## config.mk

```make
export PLATFORM = sky130hd
export DESIGN_NAME = posit_normalize_es3
export DESIGN_NICKNAME = d
export VERILOG_FILES = /design/src/rtl/posit_normalize_es3_pkg.sv /design/src/rtl/posit_normalize_es3_lzc.sv /design/src/rtl/posit_normalize_es3.sv
export SDC_FILE = /design/constraint.sdc
export NUM_CORES = 1
export LEC_CHECK = 0
export BUFFER_PORTS_ARGS = -buffer_cell sky130_fd_sc_hd__buf_4
export CAP_MARGIN = 30
export CORE_MARGIN = 2
export CORE_UTILIZATION = 40
export DETAILED_ROUTE_END_ITERATION = 7
export GPL_ROUTABILITY_DRIVEN = 0
export PLACE_DENSITY = 0.58
export SLEW_MARGIN = 20
export SYNTH_ARGS = -nofsm -noshare
export SYNTH_HDL_FRONTEND = slang
export SYNTH_HIERARCHICAL = 1
export SYNTH_SLANG_ARGS = --single-unit
export TNS_END_PERCENT = 10
```

## constraint.sdc

```tcl
create_clock -name clk -period 15.55 [get_ports clk]
set_clock_uncertainty 0.2 [all_clocks]
set_input_delay 0.7775 -clock clk [delete_from_list [all_inputs] [get_ports clk]]
set_output_delay 0.7775 -clock clk [all_outputs]
set_load 0.05 [all_outputs]
```

## src/rtl/posit_normalize_es3_pkg.sv

```systemverilog
// -----------------------------------------------------------------------------
// posit_defines_es3
// Shared constants and types for the ES=3, 32-bit posit encoder.
//   NBITS     : posit width
//   ES        : exponent bits
//   FBITS     : stored fraction bits
//   ABITS     : unpacked fraction width (carry, hidden, fraction, guard, sticky)
//   MAX_SCALE : largest representable scale magnitude
//   value_sum : unpacked sum value as delivered by the adder datapath
//   rne_round : round-to-nearest-even on the 31-bit magnitude field
// -----------------------------------------------------------------------------
package posit_defines_es3;

   localparam int NBITS     = 32;
   localparam int ES        = 3;
   localparam int FBITS     = 26;
   localparam int ABITS     = FBITS + 4;
   localparam int MAX_SCALE = (1 << ES) * (NBITS - 2);
   localparam int SBITS     = 9;   // input scale width
   localparam int WBITS     = 11;  // widened scale width, cannot wrap

   localparam logic signed [WBITS-1:0] SCALE_MAX = WBITS'(MAX_SCALE);
   localparam logic signed [WBITS-1:0] SCALE_MIN = WBITS'(-MAX_SCALE);

   typedef struct packed {
      logic             sgn;
      logic [SBITS-1:0] scale;
      logic [ABITS-1:0] fraction;
      logic             inf;
      logic             zero;
   } value_sum;

   // RNE increment that never leaves maxpos and never produces zero.
   function automatic logic [NBITS-2:0] rne_round(
      input logic [NBITS-2:0] field,
      input logic             rnd,
      input logic             sticky
   );
      logic             inc;
      logic [NBITS-2:0] mag;
      inc = rnd & (sticky | field[0]) & (field != {(NBITS-1){1'b1}});
      mag = field + {{(NBITS-2){1'b0}}, inc};
      return (mag == {(NBITS-1){1'b0}}) ? {{(NBITS-2){1'b0}}, 1'b1} : mag;
   endfunction

endpackage

```

## src/rtl/posit_normalize_es3_lzc.sv

```systemverilog
// -----------------------------------------------------------------------------
// posit_lzc
// Parameterised leading-zero counter; returns WIDTH when the input is all zero.
//   in_i  : vector to scan, MSB first
//   cnt_o : number of zeros above the highest set bit
// -----------------------------------------------------------------------------
module posit_lzc #(
   parameter int WIDTH = 29,
   parameter int CW    = 5
) (
   input  logic [WIDTH-1:0] in_i,
   output logic [CW-1:0]    cnt_o
);

   // Scan from LSB upwards so the highest set bit is the last writer.
   always_comb begin
      cnt_o = CW'(WIDTH);
      for (int i = 0; i < WIDTH; i++) begin
         cnt_o = in_i[i] ? CW'(WIDTH - 1 - i) : cnt_o;
      end
   end

endmodule

```

## src/rtl/posit_normalize_es3.sv

```systemverilog
// -----------------------------------------------------------------------------
// posit_normalize_es3
// Three-stage pipelined encoder: unpacked ES=3 sum value -> 32-bit posit word.
//   Stage 1 normalises the fraction, stage 2 builds regime/exponent/fraction
//   with saturation, stage 3 rounds to nearest-even and applies the sign.
// Ports:
//   clk, rst_n            : clock, asynchronous active-low reset
//   in_valid / in_ready   : input handshake
//   in_sgn, in_scale, in_fraction, in_inf, in_zero : unpacked value
//   out_valid / out_ready : output handshake
//   out_posit             : encoded posit
//   sat_count             : clamped-output counter
// Build option: define POSIT_NORM_SAT_CNT_EN to enable the saturation counter;
//   otherwise sat_count is tied to zero.
// -----------------------------------------------------------------------------
module posit_normalize_es3
   import posit_defines_es3::*;
(
   input  logic             clk,
   input  logic             rst_n,
   input  logic             in_valid,
   output logic             in_ready,
   input  logic             in_sgn,
   input  logic [8:0]       in_scale,
   input  logic [29:0]      in_fraction,
   input  logic             in_inf,
   input  logic             in_zero,
   output logic             out_valid,
   input  logic             out_ready,
   output logic [31:0]      out_posit,
   output logic [15:0]      sat_count
);

   value_sum in_val_s;
   assign in_val_s = {in_sgn, in_scale, in_fraction, in_inf, in_zero};

   logic en_s;
   logic out_valid_q;
   logic [NBITS-1:0] out_posit_q;

   assign en_s      = !out_valid_q || out_ready;
   assign in_ready  = en_s;
   assign out_valid = out_valid_q;
   assign out_posit = out_posit_q;

   // ---------------- Stage 1: normalise ----------------
   logic [4:0]              lzc_s;
   logic signed [WBITS-1:0] scale_w_s;
   logic                    s1_zero_d;
   logic [ABITS-3:0]        s1_frac_d;   // hidden bit is implied after normalisation
   logic signed [WBITS-1:0] s1_scale_d;

   logic                    s1_valid_q, s1_sgn_q, s1_inf_q, s1_zero_q;
   logic [ABITS-3:0]        s1_frac_q;
   logic signed [WBITS-1:0] s1_scale_q;

   posit_lzc #(.WIDTH(ABITS - 1), .CW(5)) u_lzc (
      .in_i  (in_val_s.fraction[ABITS-2:0]),
      .cnt_o (lzc_s)
   );

   // Carry case shifts right with sticky collection; otherwise shift left by lzc.
   always_comb begin
      scale_w_s = $signed({{(WBITS-SBITS){in_val_s.scale[SBITS-1]}}, in_val_s.scale});
      s1_zero_d = in_val_s.zero | (in_val_s.fraction == {ABITS{1'b0}});
      if (in_val_s.fraction[ABITS-1]) begin
         s1_frac_d  = {in_val_s.fraction[ABITS-2:2], in_val_s.fraction[1] | in_val_s.fraction[0]};
         s1_scale_d = scale_w_s + 11'sd1;
      end else begin
         s1_frac_d  = in_val_s.fraction[ABITS-3:0] << lzc_s;
         s1_scale_d = scale_w_s - $signed({{(WBITS-5){1'b0}}, lzc_s});
      end
   end

   // ---------------- Stage 2: regime build ----------------
   logic [5:0]       k_s;
   logic [5:0]       shamt_s;
   logic [63:0]      x_s, xs_s;
   logic             clamp_hi_s, clamp_lo_s;
   logic [NBITS-2:0] s2_field_d;
   logic             s2_rnd_d, s2_stk_d;

   logic             s2_valid_q, s2_sgn_q, s2_inf_q, s2_zero_q, s2_rnd_q, s2_stk_q;
   logic [NBITS-2:0] s2_field_q;

   // Sign-extending shift of "10.." yields k+1 ones then a zero; "01.." shifted
   // by -k-1 yields -k zeros then a one. Top 31 bits are kept, next is round.
   always_comb begin
      k_s        = s1_scale_q[8:3];
      shamt_s    = k_s[5] ? ~k_s : k_s;
      x_s        = {(k_s[5] ? 2'b01 : 2'b10), s1_scale_q[2:0], s1_frac_q, 31'd0};
      xs_s       = $signed(x_s) >>> shamt_s;
      clamp_hi_s = s1_scale_q > SCALE_MAX;
      clamp_lo_s = s1_scale_q < SCALE_MIN;
      if (clamp_hi_s) begin
         s2_field_d = {(NBITS-1){1'b1}};
         s2_rnd_d   = 1'b0;
         s2_stk_d   = 1'b0;
      end else if (clamp_lo_s) begin
         s2_field_d = {{(NBITS-2){1'b0}}, 1'b1};
         s2_rnd_d   = 1'b0;
         s2_stk_d   = 1'b0;
      end else begin
         s2_field_d = xs_s[63:33];
         s2_rnd_d   = xs_s[32];
         s2_stk_d   = |xs_s[31:0];
      end
   end

   // ---------------- Stage 3: round and sign ----------------
   logic [NBITS-2:0] mag_s;
   logic [NBITS-1:0] posit_d;

   // NaR wins over zero; zero ignores the sign.
   always_comb begin
      mag_s = rne_round(s2_field_q, s2_rnd_q, s2_stk_q);
      if (s2_inf_q) begin
         posit_d = 32'h8000_0000;
      end else if (s2_zero_q) begin
         posit_d = 32'h0000_0000;
      end else if (s2_sgn_q) begin
         posit_d = 32'd0 - {1'b0, mag_s};
      end else begin
         posit_d = {1'b0, mag_s};
      end
   end

   // Pipeline registers: all stages advance together on en and hold otherwise.
   always_ff @(posedge clk or negedge rst_n) begin
      if (!rst_n) begin
         s1_valid_q  <= 1'b0;
         s1_sgn_q    <= 1'b0;
         s1_inf_q    <= 1'b0;
         s1_zero_q   <= 1'b0;
         s1_frac_q   <= {(ABITS-2){1'b0}};
         s1_scale_q  <= {WBITS{1'b0}};
         s2_valid_q  <= 1'b0;
         s2_sgn_q    <= 1'b0;
         s2_inf_q    <= 1'b0;
         s2_zero_q   <= 1'b0;
         s2_rnd_q    <= 1'b0;
         s2_stk_q    <= 1'b0;
         s2_field_q  <= {(NBITS-1){1'b0}};
         out_valid_q <= 1'b0;
         out_posit_q <= {NBITS{1'b0}};
      end else if (en_s) begin
         s1_valid_q  <= in_valid;
         if (in_valid) begin
            s1_sgn_q   <= in_val_s.sgn;
            s1_inf_q   <= in_val_s.inf;
            s1_zero_q  <= s1_zero_d;
            s1_frac_q  <= s1_frac_d;
            s1_scale_q <= s1_scale_d;
         end
         s2_valid_q  <= s1_valid_q;
         if (s1_valid_q) begin
            s2_sgn_q   <= s1_sgn_q;
            s2_inf_q   <= s1_inf_q;
            s2_zero_q  <= s1_zero_q;
            s2_rnd_q   <= s2_rnd_d;
            s2_stk_q   <= s2_stk_d;
            s2_field_q <= s2_field_d;
         end
         out_valid_q <= s2_valid_q;
         if (s2_valid_q) begin
            out_posit_q <= posit_d;
         end
      end
   end

`ifdef POSIT_NORM_SAT_CNT_EN
   logic        s2_sat_d;
   logic        s2_sat_q, out_sat_q;
   logic [15:0] sat_cnt_q;

   // Specials never count as saturation events.
   assign s2_sat_d = (clamp_hi_s | clamp_lo_s) & !s1_inf_q & !s1_zero_q;

   // Sat flag follows the pipeline; counter steps on each clamped output handshake.
   always_ff @(posedge clk or negedge rst_n) begin
      if (!rst_n) begin
         s2_sat_q  <= 1'b0;
         out_sat_q <= 1'b0;
         sat_cnt_q <= 16'd0;
      end else begin
         if (en_s && s1_valid_q) begin
            s2_sat_q <= s2_sat_d;
         end
         if (en_s && s2_valid_q) begin
            out_sat_q <= s2_sat_q;
         end
         if (out_valid_q && out_ready && out_sat_q && (sat_cnt_q != 16'hFFFF)) begin
            sat_cnt_q <= sat_cnt_q + 16'd1;
         end
      end
   end

   assign sat_count = sat_cnt_q;
`else
   assign sat_count = 16'd0;
`endif

endmodule

```

[Word-level counts from Yosys, hierarchy flattened]
Index checks and enable logic that the tools add are counted.
Storage, ports and cells
  bits in registers: 113
  input port bits: 46
  output and inout port bits: 50
  word-level logic and storage cells: 81
Cells by class
  add/sub/neg operators: 4
  magnitude comparators: 2
  equality and inequality tests: 1
  shifts and indexed selects: 2
  muxes and demuxes: 43
  bitwise gates (word level): 6
  reductions and logical operators: 8
Operator list (count)
  $mux W5: 28
  $mux W32: 3
  $mux W31: 3
  $sshr A64 B6 Y64: 1
  $reduce_or A32 Y1: 1
  $sub A1 B31 Y32 const A: 1
  $add A31 B1 Y31: 1
  $logic_not A31 Y1: 1
  $ne A31 B31 Y1 const B: 1
  $logic_not A30 Y1: 1
  $mux W28: 1
  $shl A28 B5 Y28: 1
  $gt A11 B9 Y1 const B: 1
  $lt A11 B9 Y1 const B: 1
  $mux W11: 1
  $add A9 B2 Y10 const B: 1
  $sub A9 B6 Y10: 1
  $mux W6: 1
  $not A6 Y6: 1
  $reduce_and A2 Y1: 3
  $mux W1: 5
  $or A1 B1 Y1: 3
  $and A1 B1 Y1: 2
  $mux W2: 1
  2 further kinds: 2

[Logic depth before layout (Yosys ltp)]
Gate-level depths: netlist of run 1.
  depth after elaboration: 31
  mapped depth: 26
  depth with buffers taken out: 23

[Modules after synthesis]
Netlist of run 1, hierarchy kept.
By module, submodules not included
  posit_normalize_es3: instances 1, cells an instance 1211, area an instance 10118.5 um^2, seq. area each 2802.7 um^2
  posit_lzc: instances 1, cells an instance 55, area an instance 316.6 um^2, seq. area each 0.0 um^2

[Worst setup path before layout of run 1]
OpenSTA, ideal clock, no wires.
  kind: register to register
  from: register s2_field_q[16]
  to: register out_posit_q[28] (netlist: out_posit[28])
  library setup time: 0.132 ns
  arrival: 5.402 ns
  required time: 15.218 ns
  path slack: 9.816 ns
  stages on the path, launching flop included: 27
  buffers on the path: 4
  period minus slack after synthesis: 5.734 ns
  cell sequence: dfrtp_1 -> clkbuf_1 -> nand4_1 -> nor4_1 -> a31oi_1 -> ha_1 -> ha_1 -> buf_2 -> nand3_1 -> or4_1 -> buf_2 -> o21a_1 -> nor3b_1 -> or3_4 -> nor4_2 -> buf_4 -> and2b_1 -> nor2_1 -> ha_1 -> nor4b_1 -> a41o_1 -> nand3_1 -> or4_1 -> nand3b_1 -> o41ai_1 -> xor2_1 -> o21ai_1
On the way
  word-level cells in the longest chain between the ends: 9
RTL lines
  from (decl): RTL line posit_normalize_es3.sv:84  | logic [NBITS-2:0] s2_field_q;
  from (signal assigned): RTL line posit_normalize_es3.sv:143  | s2_field_q <= {(NBITS-1){1'b0}};
  from (signal assigned): RTL line posit_normalize_es3.sv:162  | s2_field_q <= s2_field_d;
  $ne A31 B31 Y1: RTL line posit_normalize_es3_pkg.sv:41  | inc = rnd & (sticky | field[0]) & (field != {(NBITS-1){1'b1}});
  $and A1 B1 Y1: RTL line posit_normalize_es3_pkg.sv:41
  $add A31 B1 Y31 *: RTL line posit_normalize_es3_pkg.sv:42  | mag = field + {{(NBITS-2){1'b0}}, inc};
  $logic_not A31 Y1: RTL line posit_normalize_es3_pkg.sv:43  | return (mag == {(NBITS-1){1'b0}}) ? {{(NBITS-2){1'b0}}, 1'b1} : mag;
  $mux W31 *: RTL line posit_normalize_es3_pkg.sv:43
  $sub A1 B31 Y32: RTL line posit_normalize_es3.sv:122  | posit_d = 32'd0 - {1'b0, mag_s};
  $mux W32 *: RTL line posit_normalize_es3.sv:121  | end else if (s2_sgn_q) begin
  $mux W32 *: RTL line posit_normalize_es3.sv:119  | end else if (s2_zero_q) begin
  $mux W32 *: RTL line posit_normalize_es3.sv:117  | if (s2_inf_q) begin
  to (signal assigned): RTL line posit_normalize_es3.sv:145  | out_posit_q <= {NBITS{1'b0}};
  to (signal assigned): RTL line posit_normalize_es3.sv:166  | out_posit_q <= posit_d;
  to (decl): RTL line posit_normalize_es3.sv:39  | logic [NBITS-1:0] out_posit_q;
Mark *: on every way between the ends. The rest lies on a longest branch, timed or not.
A chain may end at the register's enable or synchronous reset.

[Final worst setup path of run 1]
  from: register s2_field_q[4]
  to: register out_posit_q[28] (netlist: out_posit[28])
The elaborated chain is that of the path after synthesis.

==> flow_results.org, run 1 <==
** Yosys
- Counting flops with an async set or reset pin after synthesis yields a share of 1.00.
- Average size of a mapped cell :: 8.24 um2
- In this run, synthesis produced a sequential element count of 112.
- Counting flops with a built-in enable in the synthesized netlist gives 0.
- Synthesis handed over a netlist of 1,266 instances.
- For this run, the number of Yosys warnings is 6.
- For this run, the leading register cell type out of synthesis is dfrtp_1.
- Cell area after synthesis :: 10,400 um2
- The share of the Yosys chip area taken by registers is 0.269.
- The synthesized netlist contains 81 unique library cells.

** Setup path
- At the worst endpoint, the required time is 15.58 ns.
- Setup slack of the worst register-to-register path :: 9.00 ns
- Data arrival time of the critical path :: 6.58 ns
- Along the worst path, the maximum fanout reaches 11.
- STA classifies the critical path startpoint as a flop.
- Worst setup EP type :: flop
- In this run the critical register-to-register path is launched from s2_field_q[4].
- R2R depth :: 22
- The critical path in this run is classified as reg2reg.
- Capture point of the worst reg-to-reg path :: out_posit[28]

** Placement
- Area after DPL :: 11,300 um2
- Port bufs :: 79
- HPWL after DPL :: 22.9 mm

** Clock tree
- Cts bufs inserted :: 9
- CTS tree :: yes
- H-tree levels :: 3
- Number of buffers inserted by hold repair at cts :: 0
- Clock edge transition at the registers on the reported setup and hold paths :: 0.09 ns
- The longest clock path from root to sink contains 2 buffers.
- The number of setup buffers added after CTS is 0.
- The clock net in this run drives a total of 112 sinks.
- Once the clock tree was built, the resizer swapped 0 gates to a different size.
- Clock insertion delay at the later pin of the skew report :: 0.37 ns
- Library cell used as clock root buffer :: clkbuf_16

** Detailed routing
- After detailed routing, the met3 layer carries 1.06 mm of wire.
- After the first detailed-routing iteration, the DRC count stood at 872.
- Once detail routing completed, the nets flagged for antenna violations numbered 0.
- In the routed layout, each cell is associated on average with a via count of 5.95.
- For this block, the via count after detailed routing is 9,683.
- After detailed routing, the met2 layer carries 14.2 mm of wire.
- Post-Route M1 WL :: 13.8 mm
- Residual DRC count :: 0
- Dividing the detail-routed wire length by the instance count gives 18.2 um.
- Summed over all layers, the routed wires come to 29.7 mm.
- Detailed Routing Iterations Pass 1 :: 5
- The highest layer touched by signal routing is met4.

** Run
- Max-cap violations in this run came to 0.

** Timing
- Number of max-slew violations in the final report :: 0
- Least-Margin Pin Slew :: 0.942 ns
- Count of final hold-check violations :: 0
- Final-report setup violation count :: 0
- Sum Neg Setup Slack :: 0 ns
- In the finished design, the share of the clock period the worst path needs comes to 0.421.
- Crit path time final :: 6.55 ns
- Max transition margin :: 0.367
- Setup repair after global routing left no endpoint under its margin.
- Maximum clock frequency :: 153 MHz

** Global route
- Total grt overflow :: 0
- The initial antenna violation count came to 0.
- The number of global-route vias before repair was 8,913.
- The first global-routing pass estimated 48.6 mm of wire.
- Maximum number of pins on one net before global-route repair :: 81
- Across every metal layer, demand over resource in global routing totals 0.221.

** Layout
- After filler insertion, the fill cell instance count of the layout stands at 2,640.
- From synthesis to final layout, the design area changed by 11.0%.
- After routing the design area is 11,600 um2.
- For this run, the post-layout net count is 1,351.
- Of the cells placed in the final design, the portion with a size suffix greater than 1 is 0.146.
- Number of inserted diodes :: 0

** Floorplanning
- The initial utilization of the core area, before any placement, comes to 0.404.
- The die is 166 um tall.
- The total area inside the core boundary comes to 25,800 um2.
- The initialized floorplan defines 59 standard-cell rows.
- Die ar. :: 27,400 um2
- The die is 166 um wide.
- During I/O placement, the number of pins put on the boundary was 96.

** Status
- Result of the run :: completed

** Pwr
- Peak supply drop :: 0.104 mV
- Total Power :: 2.32 mW
- Leakage power of the design :: 4.67 nW
- Power spread over the standard cell area amounts to 201 nW/um2.

** Hold path
- Path type of the worst min-delay path :: in2async
==> critical path, cell delays in order (launching register included) <==
cell,delay [ns]
dfrtp_1,0.53
nand4_4,0.22
nor4_1,0.08
a31oi_1,0.19
ha_1,0.28
ha_1,0.34
nand3_1,0.31
or4_1,0.66
o21a_1,0.24
nor3b_1,0.41
or3_4,0.23
nor4_2,0.06
and2b_1,0.22
nor2_1,0.16
ha_1,0.24
nor4b_1,0.35
a41o_1,0.16
nand3_1,0.17
or4_1,0.56
nand3b_1,0.23
o41ai_1,0.32
xor2_1,0.18
o21ai_1,0.07
==> Yosys cell counts, types with 18 or more instances <==
cell / n / area [um2]
mux4_2: 31 / 698
a211oi_1: 20 / 150
xnor2_1: 43 / 377
buf_4: 18 / 135
mux2i_1: 76 / 761
nor3_1: 29 / 145
nor2_1: 98 / 368
dfrtp_1: 112 / 2800
nand2_1: 151 / 567
o21ai_0: 89 / 445
clkbuf_1: 67 / 251
o22a_1: 23 / 201
inv_1: 31 / 116
nor4_1: 25 / 156
a21oi_1: 78 / 390
xor2_1: 23 / 201
a22oi_1: 19 / 143
nand3_1: 38 / 190
==> flip-flops by register name, indices dropped and copies added (netlist names), 10 cells and up <==
signal and count:
out_posit 32, s2_field_q 31, s1_frac_q 28, s1_scale_q 10
==> metrics by stage <==
step,setup WS [ns],hold slack (ns),util,std cells
6_report,9.00,0.134,0.448,1627
5_1_grt,8.49,0.159,0.448,1627
4_1_cts,9.04,0.142,0.447,1626
3_5_place_dp,9.02,0.252,0.436,1610
3_3_place_gp,9.25,0.252,0.435,1608
2_1_floorplan,9.82,0.233,-,1281
==> power by group <==
part           internal, mW  switching, mW  total [mW]
clock network         0.113          0.123       0.236
registers             0.399          0.149       0.548
logic                 0.596          0.941        1.54
==> logic make-up (layout without fill, tap and decap cells) <==
group,count (synthesis),in the layout,synth area share
XOR/XNOR,67,67,0.0570
AO/OA/AOI/OAI,358,358,0.224
AND/OR/NAND/NOR,445,445,0.211
flip-flops,112,112,0.269
multiplexers,119,119,0.153
adder cells (fa/ha/maj),24,24,0.0281
other,1,16,0.000359
buffers and inverters,140,151,0.0583
==> layout make-up <==
cell class              count  area [um2]  share of cell area
well taps                 335         419              0.0362
repair buffers            102         798              0.0689
clock buffers              10         229              0.0198
multi-input cells        1029        7140               0.617
flip-flops and latches    112        2800               0.242
clock inverters             6        62.6             0.00540
inverters                  33         124              0.0107
==> worst max path at each step <==
stage	from	end	slack (ns)	cells past startpoint
after detailed placement	s2_field_q[4]	out_posit[28]	9.02	22
after global routing	s2_field_q[4]	out_posit[28]	8.49	22
after floorplan	s2_field_q[16]	out_posit[28]	9.82	26
final	s2_field_q[4]	out_posit[28]	9.00	22
after CTS	s2_field_q[4]	out_posit[28]	9.04	22
after global placement	s2_field_q[4]	out_posit[28]	9.25	22
==> placed cells by master (no fill, tap or decap), drive strengths merged, types with 27 or more instances in the layout <==
master,instances
a21oi,78
xnor2,44
dfrtp,112
nor2,98
nand2,151
inv,34
nand3,38
buf,102
nor4,27
mux4,31
o21ai,106
nor3,29
mux2i,76
==> per-layer routing <==
layer | vias to the layer above | global-route usage
li1 | 4738 | -
met1 | 4673 | 0.307
met2 | 239 | 0.368
met3 | 33 | 0.0237
met4 | 0 | 0.0576
met5 | - | 0
No activity file was read; power rests on OpenSTA's default activity.
==> inputs of run 2 (changes only) <==
- ABC_AREA: default -> 1
- PLACE_DENSITY: 0.58 -> 0.61
- clock period: 15.55 -> 6 ns (I/O delays scaled with it)
==> run 2 against run 1 <==
  * Area after synthesis fell by 0.18%
  * Utilization barely moved
  * Count of clock-buffer cells in the layout rose by 2
  * Clock power rose to 3.0 times the previous value
  * Largest cell class unchanged
  * Largest power group unchanged
  * Highest routed layer unchanged
==> flow_results.org, run 2 <==
** Hold path
- The worst hold path begins at in_scale[0].
- Path type of the worst min-delay path :: in2reg
- For hold timing, the worst endpoint is s1_scale_q[0].
- Number of instances on the worst hold path :: 4

** Pwr
- The power density of the placed cells came to 493 nW/um2 (+150%).
- The largest vdd supply drop was 0.224 mV (+110%).
- Leakage power of the design :: 5.75 nW (+23%)
- Total Power :: 5.72 mW (+150%)

** Global route
- Global-route wire length before repair :: 52.8 mm (+8.8%)
- Global Route met2 Usage :: 0.420 (+0.0513)
- Met1 capacity usage during global routing :: 0.312 (+0.00462)
- met2 is the most crowded layer.
- Via count of the first global-routing pass :: 10,300 (+16%)
- Met3 GRT Util :: 0.0277 (+0.00400)
- The initial antenna violation count was 0 (unchanged).
- Total grt overflow :: 0 (unchanged)
- The pin count of the biggest net entering global routing was 63 (-22%).
- GRT Util Overall :: 0.242 (+0.0210)

** Floorplanning
- The full die area was 27,300 um2 (-0.18%).
- Boundary pin count :: 96 (unchanged)
- Placeable core region :: 25,800 um2 (unchanged)
- Rows :: 59 (unchanged)
- The width of the chip is 165 um (about the same).
- The die height was 165 um (about the same).
- The initial core utilization was 0.403 (-0.000726).

** Yosys
- Ranking of synthesized cells by instance count :: nand2_1, o21ai_0, inv_1
- Async set or reset register ratio after synthesis :: 1.00 (unchanged)
- In the post-synthesis netlist, the cell with the most instances is nand2_1.
- Post-synthesis sequential area ratio :: 0.269 (+0.000484)
- The share of the synthesized area in the top cell type was 0.269 (+0.000484).
- The number of distinct standard cells referenced by the synthesized netlist was 63 (-22%).
- The number of synthesized flops with an enable pin was 0 (unchanged).
- Number of synthesis warnings :: 6 (unchanged)
- Cells after synthesis :: 1,694 (+34%)
- Primary flip-flop cell chosen by synthesis mapping :: dfrtp_1
- The average size of a mapped cell was 6.15 um2 (-25%).
- The post-synthesis sequential element count was 112 (unchanged).
- Cell area after synthesis :: 10,400 um2 (-0.18%)
- Library cell with the largest summed area after synthesis :: dfrtp_1
- Largest cells by area after synthesis :: dfrtp_1, nand2_1, o21ai_0

** Timing
- Least-Margin Pin Slew :: 0.912 ns (-0.0299 ns)
- Maximum clock frequency :: 222 MHz (+45%)
- The worst relative slew slack came to 0.390 (+0.0225).
- Setup repair after global routing left no endpoint under its margin.
- The count of endpoints failing setup in the final report was 0 (unchanged).
- The final-report max-slew violation count came to 0 (unchanged).
- Worst hold margin :: 0.0961 ns (-0.0377 ns)
- Final worst-path setup slack :: 1.49 ns (-7.51 ns)
- Count of final hold-check violations :: 0 (unchanged)
- Sum Neg Setup Slack :: 0 ns (unchanged)
- Crit path time final :: 4.51 ns (-2.04 ns)
- Final worst path period share :: 0.752 (+0.330)

** Setup path
- The data arrival time of the worst path is 4.56 ns (-2.02 ns).
- Grouping stages by cell kind, the critical path spends the most delay in simple AND/OR/NAND/NOR gates.
- Buffering stage count on the worst path with inverters included :: 4 (+4)
- The highest fanout seen on the critical path was 6 (-5).
- By instance count, the cell type seen most on the critical path is nand2_1.
- The critical path in this run is classified as reg2reg.
- Worst setup EP type :: flop
- Slowest cell on the critical path :: dfrtp_1
- RR Startpoint :: s2_field_q[15]
- R2R depth :: 31 (+41%)
- The register-to-register path setup slack is 1.49 ns (-7.51 ns).
- The worst path required time came to 6.05 ns (-9.53 ns).
- STA classifies the critical path startpoint as a flop.
- In this run the critical register-to-register path is captured at out_posit[24].
- The delay of the slowest cell on the worst path came to 0.44 ns (-0.22 ns).

** Detailed routing
- Routed wire length :: 32.4 mm (+9.3%)
- Detailed Routing Iterations Pass 1 :: 7 (+2)
- Average wire per standard cell :: 15.7 um (-14%)
- The post-detailed-route count of antenna-violating nets is 0 (unchanged).
- The count of vias placed by the detailed router is 11,000 (+14%).
- The via-per-instance ratio was 5.33 (-10%).
- The initial detailed-routing violation count is 905 (+3.8%).
- Residual DRC count :: 0 (unchanged)

** Clock tree
- Clock net sink count :: 112 (unchanged)
- Total setup buffers inserted after CTS :: 0 (unchanged)
- The number of clock buffers inserted by TritonCTS is 9 (unchanged).
- The source-to-sink clock delay at the later pin of the worst-skew pair is 0.36 ns (about the same).
- Library cell used as clock root buffer :: clkbuf_16
- The clock transition at the register clock pins on the worst setup and hold paths after CTS came to 0.08 ns (about the same).
- The maximum buffer depth of the clock tree is 2 (unchanged).
- CTS tree :: yes
- The H-tree depth reported by CTS came to 3 (unchanged).

** Layout
- The number of inserted filler cells in the final layout is 2,814 (+6.6%).
- The filler-free cell count of the finished design came to 2,070 (+27%).
- Number of flip-flops in the largest register :: 32 (unchanged)
- Most frequent standard cell in the layout excluding fill and tap cells :: nand2_1
- Layout-stage area growth over the synthesis result :: 11.3%
- In the layout the commonest cells are nand2_1, o21ai_0, inv_1, nor2_1, dfrtp_1.
- Post-layout util :: 0.449 (about the same)
- Ratio of cells with drive above 1 in the final layout :: 0.101 (-0.0446)
- Number of inserted diodes :: 0 (unchanged)
- The final instance area is 11,600 um2 (about the same).
- Number of nets at the end of the flow :: 1,795 (+33%)

** Placement
- Area after DPL :: 11,200 um2 (-0.69%)
- Pre-CTS worst setup slack :: 1.22 ns (-7.80 ns)
- Port bufs :: 79 (unchanged)
- The number of cells after detailed placement came to 2,049 (+27%).
- The HPWL reported at the end of detailed placement is 25.4 mm (+11%).

** Run
- Number of max-cap violations :: 0 (unchanged)

** Status
- Result of the run :: completed
run 2: worst max path at each step:
stage / startpoint / endpoint / slack, ns / cells after the start
2_1_floorplan: in_fraction[1] / s1_scale_q[9] / 1.57 / 47
3_3_place_gp: in_fraction[5] / s1_scale_q[9] / 1.11 / 21
3_5_place_dp: in_fraction[5] / s1_scale_q[9] / 1.22 / 21
4_1_cts: s2_field_q[15] / out_posit[24] / 1.56 / 33
5_1_grt: s2_field_q[19] / out_posit[24] / 1.03 / 32
6_report: s2_field_q[15] / out_posit[24] / 1.49 / 31
run 2: cell families (layout without fill, tap and decap cells):
kind of cell,count (synthesis),in the layout,synth area share
AND/OR/NAND/NOR,866,866,0.351
AO/OA/AOI/OAI,380,380,0.211
buffers and inverters,287,313,0.117
flip-flops,112,112,0.269
adder cells (fa/ha/maj),18,18,0.0223
multiplexers,18,18,0.0173
XOR/XNOR,12,12,0.0115
other,1,16,0.000360
run 2: where the power goes:
group / internal [mW] / total [mW] / switching [mW]
sequential: 1.04 / 1.28 / 0.244
clock: 0.419 / 0.701 / 0.283
combinational: 1.12 / 3.73 / 2.62
run 2: worst min-delay path, cell delays in order:
cell,delay (ns)
buf_4,0.08
ha_1,0.13
nand2_1,0.05
o21ai_0,0.06
run 2: timing repair:
item	4_1_cts	5_1_grt
gates resized for setup	0	0
hold buffers	4	0
endpoints found under the hold margin	53	0
run 2: cell type report:
class	instances	area [um2]	area share
clock buffers	12	246	0.0213
clock inverters	3	90.1	0.00777
inverters	197	783	0.0676
multi-input cells	1310	6450	0.556
flip-flops and latches	112	2800	0.242
well taps	335	419	0.0362
repair buffers	101	800	0.0690
run 2: routing by layer:
metal / vias to the layer above / wire [um]
met5: - / 0
met4: 0 / 1080
met3: 67 / 1440
met2: 332 / 15800
met1: 5066 / 14100
li1: 5568 / -
==> inputs of run 3 (changes only) <==
- ABC_AREA: 1 -> 0
- PLACE_DENSITY: 0.61 -> 0.58
- clock period: 6 -> 4.5 ns (I/O delays scaled with it)
==> run 3 against run 2 <==
  * The run now ends with setup timing left
  * Non-clock buffer count up 116
  * Fmax down 9.4%
  * Clock power up 19%
  * Count of clock-buffer cells in the layout down 2
  * Global-route usage down 1.5 points
  * Hold slack worse by 0.092 ns
  * Final cell count fell by 16%
  * Utilization rose by 4.1 points
  * First-iteration DRC count shrank 32%
  * Die area rose by 0.18%
  * Critical endpoint is now out_posit[28]
  * Largest cell class unchanged
  * Largest power group unchanged
==> flow_results.org, run 3 (synthesized netlist as in run 1, its figures left out) <==
** Status
- The run finished, with violations left.
- Failing checks :: setup timing

** Clock tree
- Cts bufs inserted :: 9 (unchanged)
- CTS tree :: yes
- Clock edge transition at the registers on the reported setup and hold paths :: 0.09 ns (about the same)
- The tree is rooted in a clkbuf_16.
- The H-tree depth reported by CTS is 3 (unchanged).
- The clock sink total is 112 (unchanged).
- The maximum buffer depth of the clock tree was 2 (unchanged).
- The source-to-sink clock delay at the later pin of the worst-skew pair was 0.37 ns (about the same).

** Layout
- Number of filler cells placed in the layout :: 2,510 (-11%)
- Most frequent standard cell in the layout excluding fill and tap cells :: buf_4
- Ratio of cells with drive above 1 in the final layout :: 0.229 (+0.128)
- The area used by sequential logic in the layout was 2800 um2 (unchanged).
- The net count reported at finish was 1,466 (-18%).
- Non-Filler Instances :: 1,742 (-16%)
- Layout-stage area growth over the synthesis result :: 21.1%
- Most used cells in the layout excluding fill and tap cells :: buf_4, nand2_1, dfrtp_1, nor2_1, o21ai_0
- The number of flip-flops under the largest register name came to 32 (unchanged).
- Area of the multi-input gates :: 7320 um2 (+14%)
- The number of antenna repair diodes came to 0 (unchanged).

** Pwr
- The largest vdd supply drop was 0.356 mV (+59%).
- The power density of the placed cells was 690 nW/um2 (+40%).
- The total leakage power was 5.25 nW (-8.9%).
- Total Power :: 8.72 mW (+52%)

** Floorplanning
- The placement row count is 59 (unchanged).
- Die ar. :: 27,400 um2 (+0.18%)
- Starting Density :: 0.404 (+0.000726)
- The number of top-level pins is 96 (unchanged).
- The area of the core is 25,800 um2 (unchanged).
- The die height was 166 um (about the same).
- Die boundary width :: 166 um (about the same)

** Setup path
- Startpoint-to-endpoint class of the critical path :: reg2reg
- Data arrival time of the critical path :: 5.01 ns (+0.45 ns)
- The delay of the slowest cell on the worst path is 0.45 ns (about the same).
- Beginning of the critical path :: s2_field_q[30]
- Critical path, cell by cell :: and3_4, nand3_2, nor4_2, a31oi_4, ha_4, ha_4, nand3_4, or4_4, or3_4, and4b_1, o2111ai_2, nor4_4, and2b_1, nor2_2, ha_2, nor4b_4, a41o_1, nand3_2, or4_4, nand3b_1, o41ai_2, xor2_1, o21ai_1
- RR Startpoint :: s2_field_q[30]
- Type of element launching the critical path :: flop
- Worst setup EP type :: flop
- The highest fanout seen on the critical path came to 4 (-2).
- Slowest cell on the critical path :: or4_4
- The worst path required time is 4.53 ns (-1.52 ns).

** Global route
- The initial antenna violation count was 0 (unchanged).
- The pin count of the biggest net entering global routing is 74 (+17%).
- GRT Util Overall :: 0.227 (-0.0151)
- Via count of the first global-routing pass :: 9,263 (-10%)
- Global-route wire length before repair :: 49.9 mm (-5.5%)
- Total grt overflow :: 0 (unchanged)

** Detailed routing
- Vias :: 9,999 (-9.4%)
- The amount of wire on met3 after detailed routing came to 1.55 mm (+8.0%).
- The post-detailed-route count of antenna-violating nets was 0 (unchanged).
- Post-Route M1 WL :: 14.3 mm (+1.6%)
- Average wire per standard cell :: 17.8 um (+14%)
- Residual DRC count :: 0 (unchanged)
- Initial DRC Count :: 619 (-32%)
- In this run the top signal layer used is met4.
- The total wirelength of the detailed-routed design came to 31.1 mm (-4.2%).
- The met2 wire length was 14.7 mm (-6.8%).
- Vias/cell :: 5.74 (+7.7%)
- Detailed Routing Iterations Pass 1 :: 8 (+1)

** Timing
- Crit path time final :: 4.98 ns (+0.470 ns)
- The tightest hold margin came to 0.00408 ns (-0.0920 ns).
- The count of endpoints failing setup in the final report came to 14 (+14).
- The part of the cycle the worst path needs came to 1.11 (+0.355).
- Least-Margin Pin Slew :: 0.856 ns (-0.0555 ns)
- Max transition margin :: 0.427 (+0.0373)
- The final-report max-slew violation count came to 0 (unchanged).
- Setup repair after global routing could not meet its margin everywhere.
- Final worst-path setup slack :: -0.481 ns (-1.97 ns)
- The final hold violation count is 0 (unchanged).
- The highest achievable clock rate came to 201 MHz (-9.4%).

** Placement
- The HPWL reported at the end of detailed placement came to 24.0 mm (-5.5%).
- Port bufs :: 79 (unchanged)
- DP Cell Count :: 1,715 (-16%)

** Hold path
- In this run the most critical hold path is launched from in_scale[0].
- In this run the worst hold path is classified as in2reg.

** Run
- Number of max-cap violations :: 0 (unchanged)
-- run 3: cell types whose count changed in the layout (fill, tap and decap cells not counted), moves of 16 or more --
cell / before / now
a211oi_1: 3 / 20
a22oi_1: 35 / 19
buf_4: 94 / 210
inv_1: 179 / 31
mux2i_1: 18 / 76
mux4_2: 0 / 31
nand2_1: 547 / 150
nand2_2: 17 / 1
nand3_1: 75 / 34
nor2_1: 154 / 97
nor3_1: 10 / 29
o21ai_0: 180 / 87
o22a_1: 0 / 23
xnor2_1: 1 / 41
-- run 3: timing repair --
item                                    in CTS  in global routing
gates cloned                                 0                  0
hold endpoints to repair                    75                  0
pin swaps                                   19                 15
gates resized for setup                     15                  8
buffers inserted                             4                  3
hold buffers                                 4                  0
endpoints found under the setup margin      15                 15
-- run 3: area by class of cell --
type | instances | share of cell area
clock buffer | 10 | 0.0189
clock inverter | 6 | 0.00515
inverter | 33 | 0.00980
multi-input combinational | 1029 | 0.579
sequential | 112 | 0.222
tap | 335 | 0.0332
timing repair buffer | 217 | 0.132
-- run 3: through the flow --
step	setup WS [ns]	setup TNS [ns]	util	instance area (um2)
after detailed placement	-0.804	-8.58	0.468	12100
after global routing	-0.729	-7.88	0.489	12600
after global placement	-0.694	-7.26	0.468	12100
after CTS	-0.682	-5.32	0.485	12500
final	-0.481	-4.09	0.489	12600
after floorplan	-0.864	-7.36	-	10600
-- run 3: worst max-delay path: cells and delay by family (launching register included) --
kind | cells | cell delay, ns
xor gates and xnor gates | 1 | 0.18
adders and majority gates | 3 | 0.52
AOI/OAI and AO/OA | 5 | 0.76
DFF | 1 | 0.39
and+or+nand+nor | 14 | 2.81
-- run 3: path summary, 6_finish.rpt --
| check | endpoint | slack, ns | cells after the start |
|---|---|---|---|
| worst max-delay path | out_posit[28] | -0.48 | 23 |
| worst min-delay path | s1_scale_q[0] | 0.004 | 3 |
| worst max register to register | out_posit[28] | -0.48 | 23 |
| worst min register to register | out_valid | 0.28 | 2 |
| max in group asynchronous | s1_frac_q[2] | 3.27 | 3 |
| min in group asynchronous | out_valid | 0.05 | 2 |
-- run 3: power breakdown --
part           switching (mW)  internal [mW]
logic                    3.65           2.53
registers               0.315           1.38
clock network           0.426          0.410
total                    4.39           4.32
-- run 3: per-layer routing --
layer,track usage,vias to the layer above
li1,-,4960
met1,0.312,4778
met2,0.375,233
met3,0.0405,28
met4,0.0494,0
met5,0,-
